**src/rtl/cflow_log_writer.sv**
```systemverilog
// Control-flow log writer: packs src/dest(/repeat count) entries into the CFLog
// one 16-bit word per cycle and requests TCB flushes on watermark or ER exit.
module cflow_log_writer #(
  parameter int unsigned LOG_SIZE      = 32'h0000_0080,
  parameter int unsigned PTR_W         = 16,
  parameter int unsigned LOOP_COMPRESS = 1,
  parameter int unsigned CNT_W         = 16
) (
  input  logic             clk,
  input  logic             reset_n,
  input  logic             branch_detect,
  input  logic [15:0]      cflow_src,
  input  logic [15:0]      cflow_dest,
  input  logic             ER_done,
  input  logic             flush_ack,
  output logic             log_wen,
  output logic [PTR_W-1:0] log_ptr,
  output logic [15:0]      log_data,
  output logic             flush,
  output logic             overrun
);

  localparam bit          COMPRESS = (LOOP_COMPRESS != 0);
  localparam int unsigned ENTRY_W  = COMPRESS ? 3 : 2;

  typedef enum logic [2:0] {
    IDLE, W_SRC, W_DST, W_CNT, FLUSH, FLUSH_WAIT
  } state_e;

  localparam state_e LAST_WR = COMPRESS ? W_CNT : W_DST;
  localparam logic [CNT_W-1:0] CNT_MAX = '1;

  state_e             state_q, state_d;
  logic [PTR_W-1:0]   ptr_q, ptr_d;
  logic               pend_valid_q, pend_valid_d;
  logic [15:0]        pend_src_q, pend_src_d, pend_dst_q, pend_dst_d;
  logic [CNT_W-1:0]   cnt_q, cnt_d;
  logic               com_valid_q, com_valid_d;
  logic [15:0]        com_src_q, com_src_d, com_dst_q, com_dst_d;
  logic [CNT_W-1:0]   com_cnt_q, com_cnt_d;
  logic               er_req_q, er_req_d;
  logic               overrun_q, overrun_d;
  logic               log_wen_q, log_wen_d;
  logic [PTR_W-1:0]   log_ptr_q, log_ptr_d;
  logic [15:0]        log_data_q, log_data_d;
  logic               flush_q, flush_d;
  logic               com_free_c, er_any_c, same_pair_c, fits_c;

  assign log_wen  = log_wen_q;
  assign log_ptr  = log_ptr_q;
  assign log_data = log_data_q;
  assign flush    = flush_q;
  assign overrun  = overrun_q;

  // Event capture, next-state decode and next-cycle output values
  always_comb begin
    state_d      = state_q;
    ptr_d        = ptr_q;
    pend_valid_d = pend_valid_q;
    pend_src_d   = pend_src_q;
    pend_dst_d   = pend_dst_q;
    cnt_d        = cnt_q;
    com_valid_d  = com_valid_q;
    com_src_d    = com_src_q;
    com_dst_d    = com_dst_q;
    com_cnt_d    = com_cnt_q;
    er_req_d     = er_req_q | ER_done;
    overrun_d    = overrun_q;
    log_wen_d    = 1'b0;
    log_ptr_d    = '0;
    log_data_d   = '0;
    flush_d      = 1'b0;

    // Commit slot is released while its last word is being written
    com_free_c  = !com_valid_q || (state_q == LAST_WR);
    er_any_c    = er_req_q | ER_done;
    same_pair_c = (cflow_src == pend_src_q) && (cflow_dest == pend_dst_q);
    fits_c      = (32'(ptr_q) + ENTRY_W) <= LOG_SIZE;

    if (state_q == LAST_WR) com_valid_d = 1'b0;

    if (COMPRESS) begin
      if (branch_detect) begin
        if (pend_valid_q && same_pair_c && (cnt_q != CNT_MAX)) begin
          cnt_d = cnt_q + CNT_W'(1);
        end else if (!pend_valid_q) begin
          pend_valid_d = 1'b1;
          pend_src_d   = cflow_src;
          pend_dst_d   = cflow_dest;
          cnt_d        = CNT_W'(1);
        end else if (com_free_c) begin
          com_valid_d = 1'b1;
          com_src_d   = pend_src_q;
          com_dst_d   = pend_dst_q;
          com_cnt_d   = cnt_q;
          pend_src_d  = cflow_src;
          pend_dst_d  = cflow_dest;
          cnt_d       = CNT_W'(1);
        end else begin
          overrun_d = 1'b1;
        end
      end else if (er_any_c && pend_valid_q && com_free_c) begin
        com_valid_d  = 1'b1;
        com_src_d    = pend_src_q;
        com_dst_d    = pend_dst_q;
        com_cnt_d    = cnt_q;
        pend_valid_d = 1'b0;
      end
    end else if (branch_detect) begin
      if (com_free_c) begin
        com_valid_d = 1'b1;
        com_src_d   = cflow_src;
        com_dst_d   = cflow_dest;
        com_cnt_d   = CNT_W'(1);
      end else begin
        overrun_d = 1'b1;
      end
    end

    case (state_q)
      IDLE: begin
        if (com_valid_q)                                    state_d = fits_c ? W_SRC : FLUSH;
        else if (er_req_q && !(COMPRESS && pend_valid_q))   state_d = FLUSH;
      end
      W_SRC: state_d = W_DST;
      W_DST: state_d = COMPRESS ? W_CNT : IDLE;
      W_CNT: state_d = IDLE;
      FLUSH: begin
        state_d = FLUSH_WAIT;
        flush_d = 1'b1;
      end
      FLUSH_WAIT: begin
        if (flush_ack) begin
          state_d  = IDLE;
          ptr_d    = '0;
          er_req_d = ER_done;
        end else begin
          flush_d = 1'b1;
        end
      end
      default: state_d = IDLE;
    endcase

    // Write strobes are registered alongside the state they belong to
    case (state_d)
      W_SRC: begin
        log_wen_d  = 1'b1;
        log_ptr_d  = ptr_q;
        log_data_d = com_src_q;
        ptr_d      = ptr_q + PTR_W'(1);
      end
      W_DST: begin
        log_wen_d  = 1'b1;
        log_ptr_d  = ptr_q;
        log_data_d = com_dst_q;
        ptr_d      = ptr_q + PTR_W'(1);
      end
      W_CNT: begin
        log_wen_d  = 1'b1;
        log_ptr_d  = ptr_q;
        log_data_d = 16'(com_cnt_q);
        ptr_d      = ptr_q + PTR_W'(1);
      end
      default: ;
    endcase
  end

  always_ff @(posedge clk or negedge reset_n) begin
    if (!reset_n) begin
      state_q      <= IDLE;
      ptr_q        <= '0;
      pend_valid_q <= 1'b0;
      pend_src_q   <= '0;
      pend_dst_q   <= '0;
      cnt_q        <= '0;
      com_valid_q  <= 1'b0;
      com_src_q    <= '0;
      com_dst_q    <= '0;
      com_cnt_q    <= '0;
      er_req_q     <= 1'b0;
      overrun_q    <= 1'b0;
      log_wen_q    <= 1'b0;
      log_ptr_q    <= '0;
      log_data_q   <= '0;
      flush_q      <= 1'b0;
    end else begin
      state_q      <= state_d;
      ptr_q        <= ptr_d;
      pend_valid_q <= pend_valid_d;
      pend_src_q   <= pend_src_d;
      pend_dst_q   <= pend_dst_d;
      cnt_q        <= cnt_d;
      com_valid_q  <= com_valid_d;
      com_src_q    <= com_src_d;
      com_dst_q    <= com_dst_d;
      com_cnt_q    <= com_cnt_d;
      er_req_q     <= er_req_d;
      overrun_q    <= overrun_d;
      log_wen_q    <= log_wen_d;
      log_ptr_q    <= log_ptr_d;
      log_data_q   <= log_data_d;
      flush_q      <= flush_d;
    end
  end

endmodule

```
**config.mk**
```make
export PLATFORM = sky130hd
export DESIGN_NAME = cflow_log_writer
export DESIGN_NICKNAME = d
export VERILOG_FILES = /design/src/rtl/cflow_log_writer.sv
export SDC_FILE = /design/constraint.sdc
export NUM_CORES = 1
export LEC_CHECK = 0
export ABC_AREA = 1
export BUFFER_PORTS_ARGS = -buffer_cell sky130_fd_sc_hd__buf_4
export CAP_MARGIN = 30
export CORE_ASPECT_RATIO = 0.9
export CORE_UTILIZATION = 59
export DETAILED_ROUTE_END_ITERATION = 8
export PLACE_DENSITY = 0.79
export SYNTH_ARGS = -nofsm -noshare
export SYNTH_HDL_FRONTEND = slang
export SYNTH_SLANG_ARGS = --single-unit
```
**constraint.sdc**
```tcl
create_clock -name clk -period 3.2 [get_ports clk]
set_clock_uncertainty 0.15 [all_clocks]
set_input_delay 0.32 -clock clk [delete_from_list [all_inputs] [get_ports clk]]
set_output_delay 0.32 -clock clk [all_outputs]
set_load 0.02 [all_outputs]
```
==> impl_metrics.json, run 1 <==
{
  "syn2layout_area_growth_pct": 21.3,
  "buffer_type_at_the_clock_tree_root": "sky130_fd_sc_hd__clkbuf_16",
  "floorplan.rows": 39,
  "run_status": "completed",
  "buffer_ports.inserted": 71,
  "dieHeight_um": 112,
  "hold_violations": 0,
  "synth.lib_cells_used.distinct": 37,
  "timing.critical_path.mode_cell": "sky130_fd_sc_hd__nand2_1",
  "drtAntennaViolNets": 0,
  "fin_crit_sh_pct": 89.5,
  "cp_slowest_stage_delay_ns": 0.43,
  "synth_area_per_cell_sq_um": 7.77,
  "worst_hold_path_type": "in2reg",
  "fraction_of_synthesized_cell_area_taken_by_the_top_area_cell_type_pct": 48.5,
  "crit_path_start_kind": "flop",
  "period_minus_slack_ns": 2.86,
  "synth_nets": 1057,
  "global_route_usage_sum_pct": 33.0,
  "layout-drive-gt1-share_pct": 13.4,
  "vias_per_cell": 5.66,
  "clock_tree.htree_level_count": 4,
  "dr.pass1.iters": 6,
  "cp_data_required_time_ns": 3.41,
  "critical_path.max_fanout": 34,
  "cp_top_family": "simple AND/OR/NAND/NOR gates",
  "clock-sinks": 153,
  "synth_top_flop_cell": "sky130_fd_sc_hd__dfrtp_1",
  "post-route-drc-count": 0,
  "yosysMostFrequentCell": "sky130_fd_sc_hd__nand2_1",
  "post_synth_inst_count": 1016,
  "routed_wirelength_mm": 21.1,
  "finish.instance_area_sq_mm": 0.00958,
  "syn-cell-area_sq_mm": 0.00789,
  "clock_tree_from_tritoncts": "yes",
  "post_dp_cell_area_sq_mm": 0.00856,
  "worstMarginPinSlew_ns": 0.878,
  "postCtsHoldBufs": 34,
  "cts_setup_buffers": 0,
  "cts.reportedPaths.clkPinSlew_ns": 0.06,
  "globalplace.congestion": 0.928,
  "async_flop_share_pct": 100,
  "yosys-top-cells-area": "sky130_fd_sc_hd__dfrtp_1 (49%), sky130_fd_sc_hd__nand2_1 (15%), sky130_fd_sc_hd__nand3_1 (6.5%), sky130_fd_sc_hd__nand4_1 (4.0%), sky130_fd_sc_hd__nor2_1 (3.8%)",
  "detailedPlacementHpwl_mm": 14.2,
  "area_of_the_core_sq_mm": 0.0129,
  "setup_viol_count_final": 0,
  "initial_core_util_pct": 61.3,
  "post_cts_resize_count": 0,
  "globalRoute.totalOverflow": 0,
  "synth.yosys.warnings": 0,
  "crit_slowest_cell": "sky130_fd_sc_hd__dfrtp_1",
  "num-nets-final": 1151,
  "number_of_enable_type_register_cells_in_the_synthesized_netlist": 0,
  "cts-buffers-inserted": 17,
  "max_slew_margin_pct": 41.3,
  "synth_seq_area_share_pct": 48.5,
  "grt_max_degree": 66,
  "critPathCaptureType": "flop",
  "synth_common_cells": "sky130_fd_sc_hd__nand2_1 (320), sky130_fd_sc_hd__dfrtp_1 (153), sky130_fd_sc_hd__nand3_1 (102)",
  "wire_length_of_the_first_global_routing_pass_mm": 34.9,
  "final_core_util_pct": 74.3,
  "antennaDiodeCount": 0,
  "ioPinCount": 72,
  "cellPowerDensity_mw_per_mm2": 860,
  "clk-insertion-delay-late_ns": 0.42,
  "setup_repair_after_global_routing_missed_its_margin": "false",
  "grt_antenna_before_repair": 0,
  "setup_total_negative_slack_ns": 0,
  "max_clock_freq_mhz": 349,
  "ys_ff_latch": 153,
  "cts_max_path_buffers": 2,
  "grt_pass1_vias": 6856,
  "die-width_um": 124,
  "vdd.ir_drop.worst_mv": 0.523,
  "p_leak_nw": 4.78,
  "cell_chain_critical_path": "inv_1 > ha_1 > nor2_4 > nand2_2 > o21ai_1 > nand2_1 > nor2_1 > nand2_1 > nor2_1 > nand2_2 > nand2_4 > nand2_4 > nand2_4 > nand2_1 > nand2_1",
  "num_vias": 7284,
  "critPathBufInv": 1,
  "yosys.area.top_type": "sky130_fd_sc_hd__dfrtp_1",
  "worst_ep_arrival_time_ns": 3.07,
  "drtIter0Drc": 1007,
  "wl_per_cell_um": 16.4,
  "timing.max_cap.violations": 0,
  "fp.dieArea_sq_mm": 0.0138,
  "final_max_slew_viol_count": 0,
  "critPathKind": "reg2reg"
}
cell type report:
| type | instances | area (sq um) |
|---|---|---|
| clock buffers | 21 | 460 |
| clock inverters | 11 | 216 |
| fillers | 993 | 3310 |
| inverters | 85 | 319 |
| multi-input cells | 731 | 3520 |
| flip-flops and latches | 153 | 3830 |
| well taps | 164 | 205 |
| repair buffers | 122 | 1030 |
layer usage:
layer | global-route usage, % | vias up | wire (um)
met1 | 48.2 | 3420 | 9640
met3 | 7.38 | 56 | 1410
met5 | 0 | - | 0
met2 | 48.1 | 337 | 9400
li1 | - | 3471 | -
met4 | 12.1 | 0 | 684
final timing paths:
path	to	slack (ns)	cells after the start	from
worst max-delay path	ptr_q[1]	0.34	15	ptr_q[0]
worst min-delay path	flush	0.04	2	flush_ack
worst max register to register	ptr_q[1]	0.34	15	ptr_q[0]
worst min register to register	com_dst_q[9]	0.33	2	com_dst_q[9]
max in group asynchronous	cnt_q[4]	1.88	3	reset_n
min in group asynchronous	ptr_q[7]	0.30	2	reset_n
power by group:
group / internal (mW) / switching, mW
combinational: 0.947 / 1.93
clock: 1.51 / 0.805
sequential: 2.55 / 0.496
flip-flops by register name (all words and copies together), names as in the netlist, 16 cells and up:
name and cells:
cnt_q 16, com_cnt_q 16, com_dst_q 16, com_src_q 16, log_data 16, log_ptr 16
pend_dst_q 16, pend_src_q 16, ptr_q 16
layout by cell type, fill, tap and decap left out, types with 2 or more instances in the layout:
master / n
sky130_fd_sc_hd__nand2_1: 320
sky130_fd_sc_hd__dfrtp_1: 153
sky130_fd_sc_hd__nand3_1: 102
sky130_fd_sc_hd__buf_4: 85
sky130_fd_sc_hd__nor2_1: 79
sky130_fd_sc_hd__inv_1: 78
sky130_fd_sc_hd__nand4_1: 51
sky130_fd_sc_hd__o21ai_0: 38
sky130_fd_sc_hd__dlygate4sd3_1: 34
sky130_fd_sc_hd__xor2_1: 30
sky130_fd_sc_hd__nor3_1: 24
sky130_fd_sc_hd__a21oi_1: 20
sky130_fd_sc_hd__clkbuf_16: 17
sky130_fd_sc_hd__xnor2_1: 12
sky130_fd_sc_hd__o21ai_1: 11
sky130_fd_sc_hd__nand2_2: 9
sky130_fd_sc_hd__inv_2: 6
sky130_fd_sc_hd__bufinv_16: 6
sky130_fd_sc_hd__nor2_2: 5
sky130_fd_sc_hd__or2_2: 5
sky130_fd_sc_hd__ha_1: 4
sky130_fd_sc_hd__nor2_4: 3
sky130_fd_sc_hd__nand2_4: 3
sky130_fd_sc_hd__clkinvlp_4: 3
sky130_fd_sc_hd__nor4_1: 2
sky130_fd_sc_hd__clkbuf_8: 2
sky130_fd_sc_hd__clkbuf_1: 2
sky130_fd_sc_hd__buf_12: 2
logic make-up after synthesis:
family                   Yosys count  share of synthesized area [%]
AO/OA/AOI/OAI                     79                           5.31
buffers and inverters            132                           7.10
flip-flops                       153                           48.5
XOR/XNOR                          42                           4.66
AND/OR/NAND/NOR                  606                           33.8
adder cells (fa/ha/maj)            4                          0.634
stage by stage:
| stage | power [mW] | setup slack (ns) | cells | hold WS, ns |
|---|---|---|---|---|
| after global placement | 5.77 | 0.425 | 1221 | 0.189 |
| after global routing | 8.73 | 0.0653 | 1287 | 0.0305 |
| after detailed placement | 5.83 | 0.421 | 1221 | 0.189 |
| after floorplan | 5.11 | 1.01 | 1016 | -0.126 |
| final | 8.23 | 0.337 | 1287 | 0.0391 |
| after CTS | 8.21 | 0.375 | 1287 | 0.0180 |
No activity file was read; power rests on OpenSTA's default activity.
==> run 2, diff against run 1 <==
--- a/config.mk
+++ b/config.mk
@@ -12,6 +12,7 @@
 export CORE_UTILIZATION = 59
 export DETAILED_ROUTE_END_ITERATION = 8
 export PLACE_DENSITY = 0.79
+export REMOVE_ABC_BUFFERS = 1
 export SYNTH_ARGS = -nofsm -noshare
 export SYNTH_HDL_FRONTEND = slang
 export SYNTH_SLANG_ARGS = --single-unit
==> run 2 against run 1 <==
Net effect: design area is 1.2% lower; final cell count down 0.39%; flip-flop and latch count unchanged; core utilization decreased by 0.88 points; combinational power fell by 3%; register-to-register slack lost 0.04 ns; highest routed layer unchanged.
==> impl_metrics.json, run 2 (same netlist as run 1, synthesis figures left out) <==
{
  "post-route-drc-count": 0,
  "worst_hold_path_type": "in2reg",
  "layout.cells.most_common": "sky130_fd_sc_hd__nand2_1",
  "timing.critical_path.mode_cell": "sky130_fd_sc_hd__nand2_1",
  "final_max_slew_viol_count": 0,
  "max_clock_freq_mhz": 345,
  "buffer_type_at_the_clock_tree_root": "sky130_fd_sc_hd__clkbuf_16",
  "setup_slack_ns": 0.298,
  "clock-sinks": 153,
  "setup_repair_after_global_routing_missed_its_margin": "false",
  "globalplace.congestion": 0.888,
  "p_clk_share_pct": 25.0,
  "preCtsSetupSlack_ns": 0.373,
  "power_switching_mw": 3.21,
  "dr.pass1.iters": 5,
  "post_dp_cell_area_sq_mm": 0.00855,
  "drtIter0Drc": 959,
  "wl_per_cell_um": 15.1,
  "fin_crit_sh_pct": 90.7,
  "cp_data_required_time_ns": 3.42,
  "cts_max_path_buffers": 2,
  "max_slew_margin_pct": 52.2,
  "layout.cells.most_common_list": "sky130_fd_sc_hd__nand2_1 (320), sky130_fd_sc_hd__dfrtp_1 (153), sky130_fd_sc_hd__nand3_1 (102), sky130_fd_sc_hd__nor2_1 (79)",
  "hold_violations": 0,
  "run_status": "completed",
  "num-nets-final": 1146,
  "num_vias": 7122,
  "cp_slowest_stage_delay_ns": 0.44,
  "critical_path.max_fanout": 34,
  "cp_top_family": "simple AND/OR/NAND/NOR gates",
  "comb_power_share_pct": 36.0,
  "area_of_the_core_sq_mm": 0.0129,
  "worst_ep_arrival_time_ns": 3.12,
  "ioPinCount": 72,
  "p_total_mw": 7.76,
  "detailedPlacementHpwl_mm": 12.9,
  "seq_power_share_pct": 39.0,
  "cts.reportedPaths.clkPinSlew_ns": 0.06,
  "wire_length_of_the_first_global_routing_pass_mm": 32.5,
  "worstMarginPinSlew_ns": 0.717,
  "syn2layout_area_growth_pct": 19.9,
  "vdd.ir_drop.worst_mv": 0.495,
  "cellInternalPower_mw": 4.55,
  "nFillCells": 970,
  "globalRoute.totalOverflow": 0,
  "critPathBufInv": 1,
  "cts-buffers-inserted": 17,
  "area_taken_by_multi_input_logic_gates_sq_mm": 0.00352,
  "fp.dieArea_sq_mm": 0.0138,
  "antennaDiodeCount": 0,
  "global_route_usage_sum_pct": 30.6,
  "floorplan.rows": 39,
  "initial_core_util_pct": 61.3,
  "crit_slowest_cell": "sky130_fd_sc_hd__dfrtp_1",
  "power.switching_fraction_pct": 41.3,
  "clock_tree.htree_level_count": 4,
  "final_core_util_pct": 73.4,
  "grt_max_degree": 81,
  "seq_area_sq_mm": 0.00383,
  "period_minus_slack_ns": 2.90,
  "buffer_ports.inserted": 71,
  "critPathCaptureType": "flop",
  "layout-drive-gt1-share_pct": 13.2,
  "die-width_um": 124,
  "cell_chain_critical_path": "inv_1 > ha_1 > nor2_4 > nand2_2 > o21ai_1 > nand2_1 > nor2_1 > nand2_1 > nor2_1 > nand2_2 > nand2_4 > nand2_4 > nand2_8 > nand2_1 > nand2_1",
  "finish.instance_area_sq_mm": 0.00946,
  "whs_ns": 0.0326,
  "vias_per_cell": 5.56,
  "clk-insertion-delay-late_ns": 0.43,
  "setup_viol_count_final": 0,
  "crit_path_start_kind": "flop",
  "critPathKind": "reg2reg",
  "cts_setup_buffers": 0,
  "grt_pass1_vias": 6568,
  "drtAntennaViolNets": 0,
  "p_leak_nw": 4.71,
  "cellPowerDensity_mw_per_mm2": 820,
  "dieHeight_um": 112,
  "grt_antenna_before_repair": 0,
  "timing.max_cap.violations": 0,
  "routed_wirelength_mm": 19.3,
  "clock_tree_from_tritoncts": "yes"
}
[run 2: cell types whose count changed in the layout (fill, tap and decap cells not counted)]
cell	change
sky130_fd_sc_hd__buf_12	+2
sky130_fd_sc_hd__buf_4	-7
sky130_fd_sc_hd__bufinv_16	-5
sky130_fd_sc_hd__clkbuf_1	-2
sky130_fd_sc_hd__clkbuf_8	-2
sky130_fd_sc_hd__clkinv_2	+1
sky130_fd_sc_hd__clkinvlp_4	+2
sky130_fd_sc_hd__inv_6	+5
sky130_fd_sc_hd__inv_8	+1
sky130_fd_sc_hd__nand2_4	-1
sky130_fd_sc_hd__nand2_8	+1
[run 2: worst paths after layout]
kind	from	cells after the start	slack, ns	to
max in group asynchronous	reset_n	3	1.87	pend_src_q[9]
min in group asynchronous	reset_n	2	0.22	log_ptr[7]
hold reg to reg	com_dst_q[0]	2	0.32	com_dst_q[0]
setup reg to reg	ptr_q[0]	15	0.30	ptr_q[0]
setup / recovery	ptr_q[0]	15	0.30	ptr_q[0]
hold / removal	flush_ack	2	0.03	flush
[run 2: through the flow]
| stage | instances | setup TNS, ns |
|---|---|---|
| after CTS | 1282 | 0 |
| after detailed placement | 1216 | 0 |
| after global placement | 1216 | 0 |
| after global routing | 1282 | 0 |
| final | 1282 | 0 |
| after floorplan | 969 | -109.59 |
[run 2: cell type report]
cell class	instances	share of cell area [%]
clock buffers	17	4.50
inverters	85	3.37
flip-flops and latches	153	40.5
repair buffers	117	10.8
clock inverters	15	1.49
multi-input cells	731	37.3
well taps	164	2.17
[run 2: power groups by stage]
stage / clock network, mW / logic [mW] / registers, mW
final: 1.94 / 2.80 / 3.02
after global routing: 2.05 / 3.12 / 3.10
after CTS: 1.96 / 2.75 / 3.00
after detailed placement: 0 / 2.69 / 3.03
after global placement: 0 / 2.64 / 3.03
after floorplan: 0 / 1.85 / 3.05
[run 2: per-layer routing]
layer | up-vias | share of wire [%] | GRT usage (%)
li1 | 3463 | - | -
met1 | 3397 | 46 | 43.9
met2 | 236 | 47 | 46.6
met3 | 26 | 6.1 | 6.97
met4 | 0 | 1.4 | 8.57
met5 | - | 0 | 0
[run 2: timing repair]
action,in CTS,in global routing
hold buffers,34,0
hold endpoints to repair,73,0
resized for setup,0,1
setup endpoints to repair,0,16
